## config.mk

```make
export PLATFORM = sky130hd
export DESIGN_NAME = pb_preload_arbiter
export DESIGN_NICKNAME = d
export VERILOG_FILES = /design/src/rtl/pb_preload_arbiter.sv
export SDC_FILE = /design/constraint.sdc
export NUM_CORES = 1
export LEC_CHECK = 0
export BUFFER_PORTS_ARGS = -buffer_cell sky130_fd_sc_hd__buf_2
export CORE_AREA = 4 4 192 194
export DETAILED_ROUTE_END_ITERATION = 6
export DIE_AREA = 0 0 196 198
export PLACE_DENSITY = 0.42
export SKIP_LAST_GASP = 1
export SLEW_MARGIN = 20
export SYNTH_ARGS = -nofsm -noshare
export SYNTH_HDL_FRONTEND = slang
export SYNTH_SLANG_ARGS = --single-unit
```

## constraint.sdc

```tcl
create_clock -name clk_i -period 3.1 [get_ports clk_i]
set_input_delay 0.465 -clock clk_i [delete_from_list [all_inputs] [get_ports clk_i]]
set_output_delay 0.465 -clock clk_i [all_outputs]
set_load 0.02 [all_outputs]
```

## src/rtl/pb_preload_arbiter.sv

```systemverilog
// Shares one preload write port between several preload agents. Bursts are granted
// round-robin and locked until last, runaway bursts are capped, and EOC writes are snooped.
module pb_preload_arbiter #(
    parameter int                   NumReq    = 3,
    parameter int                   AddrWidth = 48,
    parameter int                   DataWidth = 64,
    parameter int                   MaxBurst  = 256,
    parameter logic [AddrWidth-1:0] EocAddr   = AddrWidth'(48'h0300_0008)
) (
    input  logic                          clk_i,
    input  logic                          rst_i,
    input  logic [NumReq-1:0]             req_valid_i,
    output logic [NumReq-1:0]             req_ready_o,
    input  logic [NumReq*AddrWidth-1:0]   req_addr_i,
    input  logic [NumReq*DataWidth-1:0]   req_data_i,
    input  logic [NumReq-1:0]             req_last_i,
    output logic                          mem_valid_o,
    input  logic                          mem_ready_i,
    output logic [AddrWidth-1:0]          mem_addr_o,
    output logic [DataWidth-1:0]          mem_data_o,
    output logic                          mem_last_o,
    output logic [$clog2(NumReq)-1:0]     mem_src_o,
    output logic                          busy_o,
    output logic                          err_o,
    output logic                          eoc_o,
    output logic [31:0]                   exit_code_o
);
    localparam int SrcW = $clog2(NumReq);
    localparam int CntW = $clog2(MaxBurst + 1);

    typedef enum logic {IDLE, BURST} state_e;

    state_e              state_q;
    logic [SrcW-1:0]     owner_q;
    logic [SrcW-1:0]     rr_ptr_q;
    logic [CntW-1:0]     beat_cnt_q;
    logic                err_q;
    logic                eoc_q;
    logic [31:0]         exit_code_q;

    logic [SrcW-1:0]     owner_d;
    logic                grant_found;
    logic                burst;
    logic                cap_beat;
    logic                hs;

    logic [AddrWidth-1:0] addr_arr [NumReq];
    logic [DataWidth-1:0] data_arr [NumReq];

    for (genvar gi = 0; gi < NumReq; gi++) begin : g_slice
        assign addr_arr[gi]    = req_addr_i[gi*AddrWidth +: AddrWidth];
        assign data_arr[gi]    = req_data_i[gi*DataWidth +: DataWidth];
        assign req_ready_o[gi] = burst && (owner_q == SrcW'(gi)) && mem_ready_i;
    end

    function automatic logic [SrcW-1:0] rr_index(input logic [SrcW-1:0] base, input int off);
        int s;
        s = int'(base) + off;
        if (s >= NumReq) s = s - NumReq;
        return SrcW'(s);
    endfunction

    // Scan downwards so the candidate closest to rr_ptr is assigned last and wins.
    always_comb begin
        grant_found = 1'b0;
        owner_d     = '0;
        for (int k = NumReq - 1; k >= 0; k--) begin
            if (req_valid_i[rr_index(rr_ptr_q, k)]) begin
                grant_found = 1'b1;
                owner_d     = rr_index(rr_ptr_q, k);
            end
        end
    end

    assign burst       = (state_q == BURST);
    assign cap_beat    = (beat_cnt_q == CntW'(MaxBurst - 1));
    assign mem_valid_o = burst && req_valid_i[owner_q];
    assign mem_addr_o  = burst ? addr_arr[owner_q] : '0;
    assign mem_data_o  = burst ? data_arr[owner_q] : '0;
    assign mem_last_o  = burst && (req_last_i[owner_q] || cap_beat);
    assign mem_src_o   = burst ? owner_q : '0;
    assign busy_o      = burst;
    assign err_o       = err_q;
    assign eoc_o       = eoc_q;
    assign exit_code_o = exit_code_q;
    assign hs          = mem_valid_o && mem_ready_i;

    always_ff @(posedge clk_i or posedge rst_i) begin
        if (rst_i) begin
            state_q     <= IDLE;
            owner_q     <= '0;
            rr_ptr_q    <= '0;
            beat_cnt_q  <= '0;
            err_q       <= 1'b0;
            eoc_q       <= 1'b0;
            exit_code_q <= '0;
        end else begin
            case (state_q)
                IDLE: begin
                    if (grant_found) begin
                        owner_q <= owner_d;
                        state_q <= BURST;
                    end
                end
                BURST: begin
                    if (hs) begin
                        beat_cnt_q <= beat_cnt_q + CntW'(1);
                        if (cap_beat && !req_last_i[owner_q]) err_q <= 1'b1;
                        if (mem_last_o) begin
                            state_q    <= IDLE;
                            rr_ptr_q   <= (owner_q == SrcW'(NumReq - 1)) ? '0 : owner_q + SrcW'(1);
                            beat_cnt_q <= '0;
                        end
                    end
                end
                default: state_q <= IDLE;
            endcase
            if (hs && (mem_addr_o == EocAddr) && mem_data_o[0]) begin
                eoc_q       <= 1'b1;
                exit_code_q <= {1'b0, mem_data_o[31:1]};
            end
        end
    end
endmodule
```

==> flow_summary.yaml <==
outcome:
  run_status: "finished clean"
synthesis:
  yosys.cell_types.count: 47
  avgSynthCellArea_um2: 7.76
  yosysSeqAreaShare_pct: 22.8
  netlist.area_leader.share_pct: 22.8
  netlist_instances: 664
  synth_area_leaders: "dfrtp_1 23%, mux2i_1 22%, nor2_1 12%"
  synth_edf_count: 0
  syn_nets: 1013
  synth_area_mm2: 0.00515
  ys_seq_elements: 47
  ys.flop_type: "dfrtp_1"
  yosys.area.top_type: "dfrtp_1"
  yosysWarningCount: 0
  synthArstFlopShare_pct: 100
die:
  rows: 69
  dieArea_mm2: 0.0388
  die_x_um: 196
  start_util_pct: 14.6
  core_mm2: 0.0352
  io_pins: 499
  dieHeight_um: 198
placement:
  hpwl_mm: 24.4
  io_buffers: 497
  post-place-ws_ns: 0.0701
  placed_cells: 1604
  gp_congestion: 0.915
critical_path:
  cp-end-kind: "register"
  crit_arrival_ns: 3.11
  path_class: "reg2reg"
  cpLargestDelayFamily: "simple AND/OR/NAND/NOR gates"
  required_ns: 3.27
  crit_path_max_fanout: 32
  crit_slowest_cell: "dfrtp_4"
  slowest_delay_ns: 0.56
  path_buf_inv: 2
  startpoint_type: "register"
  worstPathCellList: "inv_2, a21oi_1, a211oi_2, or4b_1, nor4b_2, nand4_4, buf_12, mux2_4"
detailed_routing:
  wl_mm: 28.7
  drt_iter0_drc: 269
  vias: 6776
  via_per_inst: 4.19
  drt.antenna.violating_nets: 0
  drc: 0
  detail_route.wl_per_cell_um: 17.8
  drt_pre_antenna_iters: 4
global_routing:
  grt_pass1_wl_mm: 41.5
  globalRouteTotalUtil_pct: 13.6
  grt_pass1_vias: 6966
  overflow: 0
  grt_max_degree: 54
  antenna_found_initial: 4
timing:
  fin_setup_tns_ns: 0
  worst_slack_ns: 0.162
  slew_viol_final: 0
  min_period_ns: 2.94
  hold_ws_ns: 0.372
  relSlewSlack_pct: 39.2
  rsz0062_at_grt: "no"
  fmaxAchievable_mhz: 340
  finalClockSkew_ns: 0.0120
  worst_slew_pin_slew_ns: 0.910
  timing.final.crit_share_pct: 94.8
  finalHoldViolations: 0
  setup_viol: 0
run:
  cap_violations: 0
power:
  power_density_mw_per_mm2: 806
  max-vdd-ir-drop_uv: 409
  leakage_nw: 4.61
cells_and_area:
  layout_commonest_cell: "buf_2"
  fillers: 4033
  post-route-util_pct: 24.1
  fin_cells: 1616
  mostFrequentLayoutCells: "497 x buf_2, 169 x nor2_1, 113 x mux2i_1, 107 x a21oi_1, 45 x dfrtp_1"
  fin_nets: 1500
  drive_above_1_share_pct: 51.2
  syn2layout_area_growth_pct: 64.5
clocking:
  ctsHtreeMaxLevel: 2
  root_buffer: "clkbuf_16"
  cts_tree: "built"
  cts_buffers: 5
  clk_path_buf_depth: 2
  cts.sinks: 47
  clk_latency_ns: 0.30
  postCtsHoldBufs: 0
  clk_pin_slew_ns: 0.07
worst_hold_path:
  hold_class: "in2async"
-- worst paths after layout --
check,start,end,slack [ns],cells after the start
worst max-delay path,owner_q[0],exit_code_o[14],0.16,8
worst min-delay path,rst_i,beat_cnt_q[5],0.37,2
worst max register to register,owner_q[0],exit_code_o[14],0.16,8
worst min register to register,eoc_o,eoc_o,0.46,1
max in group asynchronous,rst_i,exit_code_o[14],2.03,3
min in group clk_i,eoc_o,eoc_o,0.46,1
-- kinds of logic (layout without fill, tap and decap cells) --
group	after synthesis	in the layout	synth area share [%]
DFF	47	47	22.8
other	1	5	0.0727
adders and majority gates	5	5	1.17
xor gates and xnor gates	3	3	0.510
buffers and inverters	69	556	6.19
AOI/OAI and AO/OA	166	166	18.9
and+or+nand+nor	228	228	19.3
muxes	145	145	31.0
-- registers in the layout, summed over array words and instances (netlist names) --
| name | flops |
|---|---|
| exit_code_o | 31 |
| beat_cnt_q | 9 |
| owner_q | 2 |
| rr_ptr_q | 2 |
| busy_o | 1 |
| eoc_o | 1 |
| err_o | 1 |
-- power breakdown --
group	total, W	leakage, nW	internal [W]	switching (W)
sequential	0.000737	0.643	0.000668	0.0000691
clock	0.000553	0.0727	0.000316	0.000238
combinational	0.00554	3.89	0.00196	0.00358
total	0.00683	4.61	0.00294	0.00389
-- what timing repair did --
item / in CTS / in global routing
gates resized for setup: 0 / 2
endpoints found under the hold margin: 0 / 0
setup buffers: 0 / 1
endpoints found under the setup margin: 0 / 32
-- metal layers --
metal  routed length (um)  global-route usage (%)  vias to the layer above
li1                     -                       -                     3324
met1                11400                    16.2                     3123
met2                15000                    24.9                      297
met3                 1680                    2.30                       32
met4                  643                    4.22                        0
met5                    0                       0                        -
-- cell usage after synthesis (3+ instances only) --
cell	instances
mux2_4	29
inv_2	3
nor2_1	169
nand2b_1	4
inv_1	7
o31ai_1	4
dfrtp_1	47
ha_1	4
and3_1	4
a21oi_1	107
nand2_1	14
buf_4	3
nand3_1	5
o21ai_0	11
clkbuf_1	20
and2_1	12
a21o_1	3
or4b_1	3
a211oi_1	22
buf_2	15
buf_1	17
buf_6	4
mux2i_1	113
nor3_1	4
o2bb2ai_1	11
-- stage by stage --
| stage | power [W] | area, um^2 |
|---|---|---|
| finish | 0.00683 | 8480 |
| global route | 0.00739 | 8480 |
| CTS | 0.00695 | 8450 |
| detailed placement | 0.00635 | 8310 |
| global placement | 0.00638 | 8310 |
| floorplan | 0.00425 | 5150 |
-- worst reg2reg max path, stage by stage (launching register included) --
cell      delay [ns]
dfrtp_4         0.56
inv_2           0.28
a21oi_1         0.13
a211oi_2        0.24
or4b_1          0.47
nor4b_2         0.39
nand4_4         0.15
buf_12          0.20
mux2_4          0.40
-- final cells by class --
class / instances / area, um^2 / share of cell area, %
sequential: 47 / 1180 / 14.0
clock buffer: 6 / 139 / 1.64
inverter: 10 / 40.0 / 0.472
timing repair buffer: 539 / 2840 / 33.5
clock inverter: 1 / 5.00 / 0.0590
multi-input combinational: 548 / 3680 / 43.4
tap: 461 / 577 / 6.80
antenna: 4 / 10.0 / 0.118
No activity file was read; power rests on OpenSTA's default activity.
